**src/rtl/mem_port_arbiter_if.sv**
```systemverilog
// Memory/MIO bus bundle between the port arbiter (master) and the memory system (slave).
interface mem_port_arbiter_if;
    logic        bus_req;
    logic        bus_we;
    logic [31:0] bus_addr;
    logic [31:0] bus_wdata;
    logic [2:0]  bus_type;
    logic [31:0] bus_rdata;
    logic        bus_ready;

    modport master (
        output bus_req, bus_we, bus_addr, bus_wdata, bus_type,
        input  bus_rdata, bus_ready
    );

    modport slave (
        input  bus_req, bus_we, bus_addr, bus_wdata, bus_type,
        output bus_rdata, bus_ready
    );
endinterface

```
**src/rtl/mem_port_arbiter.sv**
```systemverilog
// Shares one memory/MIO port between the IF fetch and MEM data requesters.
// Optional bus-ready timeout with sticky bus_err is enabled by defining ARB_TIMEOUT_EN.
module mem_port_arbiter #(
    parameter int TIMEOUT = 255,
    parameter int TO_W    = 8
) (
    input  logic                      clk,
    input  logic                      reset,
    input  logic                      if_req,
    input  logic [31:0]               if_addr,
    input  logic                      if_flush,
    output logic                      if_done,
    output logic                      if_valid,
    output logic [31:0]               if_inst,
    input  logic                      dm_req,
    input  logic                      dm_we,
    input  logic [31:0]               dm_addr,
    input  logic [31:0]               dm_wdata,
    input  logic [2:0]                dm_type,
    output logic                      dm_done,
    output logic [31:0]               dm_rdata,
    output logic                      stall,
    output logic                      bus_err,
    mem_port_arbiter_if.master        bus
);

    typedef enum logic [1:0] {IDLE, D_ACC, I_ACC} state_t;

    localparam logic [31:0] NOP_INST = 32'h0000_0013;

    if (TIMEOUT >= (1 << TO_W)) begin : g_timeout_range
        $error("mem_port_arbiter: TIMEOUT must be below 2**TO_W");
    end

    state_t      state_reg, state_next;
    logic        last_data_reg, last_data_next;
    logic [31:0] addr_reg, addr_next;
    logic [31:0] wdata_reg, wdata_next;
    logic        we_reg, we_next;
    logic [2:0]  type_reg, type_next;
    logic        drop_reg, drop_next;
    logic        if_done_reg, if_done_next;
    logic        if_valid_reg, if_valid_next;
    logic        dm_done_reg, dm_done_next;
    logic [31:0] if_inst_reg, if_inst_next;
    logic [31:0] dm_rdata_reg, dm_rdata_next;

    logic        if_elig;
    logic        dm_elig;
    logic        flushed;

`ifdef ARB_TIMEOUT_EN
    logic [TO_W-1:0] to_cnt_reg, to_cnt_next;
    logic            bus_err_reg, bus_err_next;
`endif

    assign if_elig = if_req & ~if_done_reg;
    assign dm_elig = dm_req & ~dm_done_reg;
    assign flushed = drop_reg | if_flush;

    always_ff @(posedge clk) begin
        if (reset) begin
            state_reg     <= IDLE;
            last_data_reg <= 1'b0;
            addr_reg      <= '0;
            wdata_reg     <= '0;
            we_reg        <= 1'b0;
            type_reg      <= '0;
            drop_reg      <= 1'b0;
            if_done_reg   <= 1'b0;
            if_valid_reg  <= 1'b0;
            dm_done_reg   <= 1'b0;
            if_inst_reg   <= '0;
            dm_rdata_reg  <= '0;
`ifdef ARB_TIMEOUT_EN
            to_cnt_reg    <= '0;
            bus_err_reg   <= 1'b0;
`endif
        end else begin
            state_reg     <= state_next;
            last_data_reg <= last_data_next;
            addr_reg      <= addr_next;
            wdata_reg     <= wdata_next;
            we_reg        <= we_next;
            type_reg      <= type_next;
            drop_reg      <= drop_next;
            if_done_reg   <= if_done_next;
            if_valid_reg  <= if_valid_next;
            dm_done_reg   <= dm_done_next;
            if_inst_reg   <= if_inst_next;
            dm_rdata_reg  <= dm_rdata_next;
`ifdef ARB_TIMEOUT_EN
            to_cnt_reg    <= to_cnt_next;
            bus_err_reg   <= bus_err_next;
`endif
        end
    end

    always_comb begin
        state_next     = state_reg;
        last_data_next = last_data_reg;
        addr_next      = addr_reg;
        wdata_next     = wdata_reg;
        we_next        = we_reg;
        type_next      = type_reg;
        drop_next      = drop_reg;
        if_done_next   = 1'b0;
        if_valid_next  = 1'b0;
        dm_done_next   = 1'b0;
        if_inst_next   = if_inst_reg;
        dm_rdata_next  = dm_rdata_reg;
`ifdef ARB_TIMEOUT_EN
        to_cnt_next    = to_cnt_reg;
        bus_err_next   = bus_err_reg;
`endif

        unique case (state_reg)
            IDLE: begin
                drop_next = 1'b0;
                // The done cycle is a recovery slot for both sides: grants are at least 3 cycles apart.
                if (!if_done_reg && !dm_done_reg) begin
                    if (dm_elig && (!if_elig || !last_data_reg)) begin
                        state_next = D_ACC;
                        addr_next  = dm_addr;
                        wdata_next = dm_wdata;
                        we_next    = dm_we;
                        type_next  = dm_type;
`ifdef ARB_TIMEOUT_EN
                        to_cnt_next = '0;
`endif
                    end else if (if_elig) begin
                        state_next = I_ACC;
                        addr_next  = if_addr;
                        wdata_next = '0;
                        we_next    = 1'b0;
                        type_next  = 3'b000;
                        drop_next  = if_flush;
`ifdef ARB_TIMEOUT_EN
                        to_cnt_next = '0;
`endif
                    end
                end
            end

            D_ACC: begin
                if (bus.bus_ready) begin
                    if (!we_reg) begin
                        dm_rdata_next = bus.bus_rdata;
                    end
                    dm_done_next   = 1'b1;
                    last_data_next = 1'b1;
                    state_next     = IDLE;
                end
`ifdef ARB_TIMEOUT_EN
                else if (to_cnt_reg == TO_W'(TIMEOUT)) begin
                    if (!we_reg) begin
                        dm_rdata_next = '0;
                    end
                    dm_done_next   = 1'b1;
                    last_data_next = 1'b1;
                    bus_err_next   = 1'b1;
                    state_next     = IDLE;
                end else begin
                    to_cnt_next = to_cnt_reg + 1'b1;
                end
`endif
            end

            I_ACC: begin
                // A redirect in the completing cycle still wins over the returned word.
                if (bus.bus_ready) begin
                    if (!flushed) begin
                        if_inst_next = bus.bus_rdata;
                    end
                    if_valid_next  = ~flushed;
                    if_done_next   = 1'b1;
                    last_data_next = 1'b0;
                    state_next     = IDLE;
                end
`ifdef ARB_TIMEOUT_EN
                else if (to_cnt_reg == TO_W'(TIMEOUT)) begin
                    if_inst_next   = NOP_INST;
                    if_valid_next  = 1'b1;
                    if_done_next   = 1'b1;
                    last_data_next = 1'b0;
                    bus_err_next   = 1'b1;
                    state_next     = IDLE;
                end else begin
                    to_cnt_next = to_cnt_reg + 1'b1;
                    drop_next   = flushed;
                end
`else
                else begin
                    drop_next = flushed;
                end
`endif
            end

            default: begin
                state_next = IDLE;
            end
        endcase
    end

    assign bus.bus_req   = (state_reg != IDLE);
    assign bus.bus_we    = (state_reg == D_ACC) & we_reg;
    assign bus.bus_addr  = addr_reg;
    assign bus.bus_wdata = wdata_reg;
    assign bus.bus_type  = type_reg;

    assign if_done  = if_done_reg;
    assign if_valid = if_valid_reg;
    assign if_inst  = if_inst_reg;
    assign dm_done  = dm_done_reg;
    assign dm_rdata = dm_rdata_reg;
    assign stall    = (if_req & ~if_done_reg) | (dm_req & ~dm_done_reg);

`ifdef ARB_TIMEOUT_EN
    assign bus_err = bus_err_reg;
`else
    assign bus_err = 1'b0;
`endif

endmodule
```
**src/flat_wrapper.sv**
```systemverilog
// flat-port wrapper written by rule: the top's interface ports become plain ports
module mem_port_arbiter_flat 
#(
    parameter int TIMEOUT = 255,
    parameter int TO_W    = 8
)
  (clk, reset, if_req, if_addr, if_flush, if_done, if_valid, if_inst, dm_req, dm_we, dm_addr, dm_wdata, dm_type, dm_done, dm_rdata, stall, bus_err, bus_bus_req, bus_bus_we, bus_bus_addr, bus_bus_wdata, bus_bus_type, bus_bus_rdata, bus_bus_ready);
  mem_port_arbiter_if bus_i ();
  input  logic clk;
  input  logic reset;
  input  logic if_req;
  input  logic [31:0] if_addr;
  input  logic if_flush;
  output logic if_done;
  output logic if_valid;
  output logic [31:0] if_inst;
  input  logic dm_req;
  input  logic dm_we;
  input  logic [31:0] dm_addr;
  input  logic [31:0] dm_wdata;
  input  logic [2:0] dm_type;
  output logic dm_done;
  output logic [31:0] dm_rdata;
  output logic stall;
  output logic bus_err;
  output wire logic [$bits(bus_i.bus_req)-1:0] bus_bus_req;
  output wire logic [$bits(bus_i.bus_we)-1:0] bus_bus_we;
  output wire logic [$bits(bus_i.bus_addr)-1:0] bus_bus_addr;
  output wire logic [$bits(bus_i.bus_wdata)-1:0] bus_bus_wdata;
  output wire logic [$bits(bus_i.bus_type)-1:0] bus_bus_type;
  input wire logic [$bits(bus_i.bus_rdata)-1:0] bus_bus_rdata;
  input wire logic [$bits(bus_i.bus_ready)-1:0] bus_bus_ready;
  assign bus_bus_req = bus_i.bus_req;
  assign bus_bus_we = bus_i.bus_we;
  assign bus_bus_addr = bus_i.bus_addr;
  assign bus_bus_wdata = bus_i.bus_wdata;
  assign bus_bus_type = bus_i.bus_type;
  assign bus_i.bus_rdata = bus_bus_rdata;
  assign bus_i.bus_ready = bus_bus_ready;
  mem_port_arbiter #(.TIMEOUT(TIMEOUT), .TO_W(TO_W)) u_core (.clk(clk), .reset(reset), .if_req(if_req), .if_addr(if_addr), .if_flush(if_flush), .if_done(if_done), .if_valid(if_valid), .if_inst(if_inst), .dm_req(dm_req), .dm_we(dm_we), .dm_addr(dm_addr), .dm_wdata(dm_wdata), .dm_type(dm_type), .dm_done(dm_done), .dm_rdata(dm_rdata), .stall(stall), .bus_err(bus_err), .bus(bus_i));
endmodule
```
**config.mk**
```make
export PLATFORM = sky130hd
export DESIGN_NAME = mem_port_arbiter_flat
export DESIGN_NICKNAME = d
export VERILOG_FILES = /design/src/rtl/mem_port_arbiter_if.sv /design/src/rtl/mem_port_arbiter.sv /design/src/flat_wrapper.sv
export SDC_FILE = /design/constraint.sdc
export NUM_CORES = 1
export LEC_CHECK = 0
export CORE_AREA = 4 4 106 108
export DETAILED_ROUTE_END_ITERATION = 8
export DIE_AREA = 0 0 110 112
export DONT_BUFFER_PORTS = 1
export GPL_TIMING_DRIVEN = 0
export PLACE_DENSITY = 0.66
export REMOVE_ABC_BUFFERS = 1
export SYNTH_ARGS = -nofsm -noshare
export SYNTH_HDL_FRONTEND = slang
export SYNTH_SLANG_ARGS = --single-unit
export TNS_END_PERCENT = 10
```
**constraint.sdc**
```tcl
create_clock -name clk -period 2.1 [get_ports clk]
set_input_delay 0.105 -clock clk [delete_from_list [all_inputs] [get_ports clk]]
set_output_delay 0.105 -clock clk [all_outputs]
set_load 0.05 [all_outputs]
```
# ---- Word-level counts from Yosys, hierarchy flattened
# Cells that the tools add are included.
# W data, S select, Z words.
dict set report word_totals {
  ff_bits 139
  output_inout_bits 138
  inputBits 138
  elab_cells 76
}
dict set report op_classes {
  n_eq_ne 8
  n_mux 22
  reduce_logical 22
  n_bitwise 12
}
# cell n
set ops {}
lappend ops {{$mux W32} 4}
lappend ops {{$reduce_and A3 Y1} 5}
lappend ops {{$mux W1} 9}
lappend ops {{$mux W2} 4}
lappend ops {{$reduce_bool A2 Y1} 4}
lappend ops {{$not A1 Y1} 7}
lappend ops {{$mux W3} 2}
lappend ops {{$ne A2 B2 Y1 const B} 3}
lappend ops {{$reduce_or A2 Y1} 3}
lappend ops {{$logic_not A1 Y1} 4}
lappend ops {{$ne A2 B1 Y1 const B} 2}
lappend ops {{$pmux W1 S2} 2}
lappend ops {{$pmux W2 S2} 1}
lappend ops {{$and A1 B1 Y1} 3}
lappend ops {{$ne A3 B1 Y1 const B} 1}
lappend ops {{$reduce_or A3 Y1} 1}
lappend ops {{$eq A2 B1 Y1 const B} 1}
lappend ops {{$eq A2 B2 Y1 const B} 1}
lappend ops {{$logic_and A1 B1 Y1} 2}
lappend ops {{$logic_not A2 Y1} 1}
lappend ops {{$or A1 B1 Y1} 2}
lappend ops {{$reduce_and A2 Y1} 1}
lappend ops {{$logic_or A1 B1 Y1} 1}

# ---- Logic depth before layout (Yosys ltp)
dict set report depth {
  word_depth 8
  ltp_mapped 8
}

# ---- Worst setup path before layout
# Ideal clock, no wire load.
dict set report synth_timing {
  path_type {register to output}
  startpoint {register u_core.if_done_reg (netlist: u_core.if_done)}
  endpoint {output port stall}
  arrival_time_ns 1.651
  stages_incl_launch_ff 2
  path_slack_ns 0.344
  t_required_ns 1.995
  cell_sequence {dfxtp_1 > o21ai_0}
}
dict set report synth_via {
  elab_chain_len 3
}
# element line_no
set synth_rtl {}
lappend synth_rtl {{start: declaration} mem_port_arbiter.sv:42} ;# logic if_done_reg, if_done_next;
lappend synth_rtl {{start signal: assignment} mem_port_arbiter.sv:87} ;# if_done_reg <= if_done_next;
lappend synth_rtl {{$not A1 Y1} mem_port_arbiter.sv:216} ;# assign stall = (if_req & ~if_done_reg) | (dm_req & ~dm_done_reg);
lappend synth_rtl {{$and A1 B1 Y1} mem_port_arbiter.sv:216}
lappend synth_rtl {{$or A1 B1 Y1} mem_port_arbiter.sv:216}
lappend synth_rtl {{end: declaration} flat_wrapper.sv:24} ;# output logic stall;
# Every way passes these cells.

# ---- Worst setup path after layout
dict set report layout_timing {
  startpoint {register u_core.state_reg[1]}
  endpoint {register u_core.dm_rdata_reg[25] (netlist: u_core.dm_rdata[25])}
}
dict set report layout_via {
  elab_chain_len 2
}
# element line_no
set layout_rtl {}
lappend layout_rtl {{start: declaration} mem_port_arbiter.sv:35} ;# state_t state_reg, state_next;
lappend layout_rtl {{start signal: assignment} mem_port_arbiter.sv:80} ;# state_reg <= state_next;
lappend layout_rtl {{$eq A2 B1 Y1} mem_port_arbiter.sv:117} ;# unique case (state_reg)
lappend layout_rtl {{$reduce_and A3 Y1 (no source line)} n/a}
lappend layout_rtl {{end signal: assignment} mem_port_arbiter.sv:91} ;# dm_rdata_reg <= dm_rdata_next;
lappend layout_rtl {{end: declaration} mem_port_arbiter.sv:46} ;# logic [31:0] dm_rdata_reg, dm_rdata_next;
# Every way passes these cells.
# A chain may end at the register's enable or synchronous reset.

==> reports/metrics.csv <==
metric;value;unit
cp_data_required_time;2.53;ns
drt_iter0_drc;384;
ys_warn_count;0;
cp.arrival;2.37;ns
clk_pin_slew;0.06;ns
r2r_slack;0.15;ns
gp_congestion;0.782;
mostFrequentLayoutCells;nand2_1, dfxtp_1, a21oi_1;
r2r_cells;7;
dr_wl_met3;2150;um
worstPathMaxFanout;19;
grt_use_total;0.232;
hp-start;reset;
drc;0;
die_area;0.0123;mm2
start_util;0.513;
ant_nets;0;
wl_met2;7300;um
antenna_found_initial;0;
cap_viol_max_count;0;
hp-class;in2reg;
diodes;0;
multi_input_area;0.00225;mm2
synth_cell_types;31;
ys_ff_latch;139;
final_layout_size_suffix_gt1_frac;0.0794;
core.rowCount;37;
powerDensity;1280;mW/mm2
clockRootBuffer;clkbuf_8;
cp-start-kind;flop;
fin_crit;1.95;ns
placed_cell_area;0.00529;mm2
synth-seq-area-share;0.530;
synth_top_area_frac;0.530;
synth_edf_count;0;
port_buffers;0;
end_kind;flop;
slew_viol_final;0;
cts_buffers;17;
dpl.hpwl;10200;um
final-hold-violation-count;136;
cts_tree;yes;
hold_end;u_core.if_valid$_SDFF_PP0_;
yosys.area.top_type;dfxtp_1;
grt_pass1_vias;4494;
clock-sinks;139;
rsz0062_at_grt;no;
fmax;514;MHz
synth_area_leaders;dfxtp_1, nand2_1, a21oi_1;
met1_length;5170;um
syn_to_final_growth;14.4;%
violations;hold timing;
grt_pass1_wl;22500;um
timing.slew.headroom;0.327;
grt_overflow;0;
synth_area;0.00525;mm2
ios;276;
clockBufferDepth;2;
num-nets-final;783;
clock_latency;0.49;ns
whs;-0.322;ns
drt_wl_total;14900;um
coreArea;0.0102;mm2
seqCellArea;0.00279;mm2
syn_area_per_cell;7.87;um2
die-width;110;um
first_pass_iters;5;
run_status;finished, violations left;
h-tree-depth;4;
die_h;112;um
layout_commonest_cell;nand2_1;
vias;4530;
ir_drop;562;uV
timing.rr.start;u_core.state_reg[1]$_SDFFE_PP0P_;
top_layer_used;met4;
finish.instance_area;0.00600;mm2
via_per_inst;5.73;
clock_skew;0.00707;ns
hold_buffers;4;
grt_max_degree;142;
num-fill-cells;907;
async_flop_share;0;
r2r-end;u_core.dm_rdata[25]$_SDFFE_PP0P_;
tightest_slew;1.00;ns
path_class;reg2reg;
setup_viol;0;
min_period_over_period;0.926;
wl_per_cell;18.8;um
synth_ff_type;dfxtp_1;
p_leak;2.15;nW
synthCells;667;
hold_path_depth;1;
cells in the mapped netlist (2+ instances only):
cell	instances
ha_1	3
inv_1	4
buf_2	22
o31ai_1	2
nor2b_1	2
a311oi_1	32
o21ai_0	2
buf_4	5
clkbuf_1	28
a21oi_1	104
dfxtp_1	139
nand2b_1	2
buf_1	2
nand2_1	230
nand3_1	36
nor2_1	37
nor3_1	2
or4_1	2
power by group:
part           total, mW  internal, mW  switching, mW
clock               3.09          2.03           1.06
sequential          3.78          2.87          0.916
combinational      0.835         0.299          0.536
per-stage QoR:
stage | TNS (ns) | worst slack, ns | utilization | cells | power, mW
floorplan | -98.86 | -1.48 | - | 609 | 4.37
finish | 0 | 0.154 | 0.587 | 791 | 7.71
CTS | 0 | 0.00570 | 0.584 | 789 | 7.78
detailed placement | -16.88 | -0.491 | 0.517 | 752 | 4.65
global placement | -224.32 | -2.71 | 0.504 | 745 | 4.56
global route | 0 | 0.0257 | 0.587 | 791 | 8.04
metal layers:
layer | vias up | GRT usage
li1 | 2179 | -
met1 | 2097 | 0.242
met2 | 231 | 0.389
met3 | 23 | 0.128
met4 | 0 | 0.0823
met5 | - | 0
cells by family (layout without fill, tap and decap cells):
family,Yosys count,after routing,share of synthesized area
muxes,1,1,0.00191
buffers and inverters,62,48,0.0534
other,1,1,0.000714
DFF,139,139,0.530
AOI/OAI and AO/OA,143,144,0.162
adders and majority gates,3,3,0.00715
and+or+nand+nor,318,319,0.245
worst max-delay path by stage:
| stage | startpoint | end | slack [ns] |
|---|---|---|---|
| after floorplan | u_core.if_done$_SDFF_PP0_ | u_core.bus.bus_addr[0]$_SDFFE_PP0P_ | -1.48 |
| after global placement | u_core.if_done$_SDFF_PP0_ | u_core.bus.bus_addr[5]$_SDFFE_PP0P_ | -2.71 |
| after detailed placement | u_core.if_done$_SDFF_PP0_ | u_core.state_reg[0]$_SDFFE_PP0P_ | -0.49 |
| after CTS | u_core.if_done$_SDFF_PP0_ | u_core.bus.bus_addr[7]$_SDFFE_PP0P_ | 0.006 |
| after global routing | u_core.state_reg[1]$_SDFFE_PP0P_ | u_core.dm_rdata[25]$_SDFFE_PP0P_ | 0.03 |
| final | u_core.state_reg[1]$_SDFFE_PP0P_ | u_core.dm_rdata[25]$_SDFFE_PP0P_ | 0.15 |
worst max-delay path, cell delays in order (launching register included):
cell	delay, ns
dfxtp_1	0.31
inv_1	0.10
ha_1	0.20
nand2_1	0.10
nor2_2	0.73
buf_8	0.24
nand2_1	0.08
a21oi_1	0.11
repair_timing:
| item | 4_1_cts | 5_1_grt |
|---|---|---|
| resized for setup | 6 | 4 |
| endpoints found under the setup margin | 67 | 54 |
| endpoints found under the hold margin | 139 | 136 |
| gates cloned | 1 | 1 |
| pin swaps | 1 | 0 |
| buffers inserted | 0 | 1 |
layout make-up:
type,instances,share of cell area
multi-input cells,468,0.375
repair buffers,12,0.0260
well taps,136,0.0283
clock buffers,22,0.0771
inverters,4,0.00250
flip-flops and latches,139,0.464
clock inverters,10,0.0271
(Power assumes the default switching activity.)
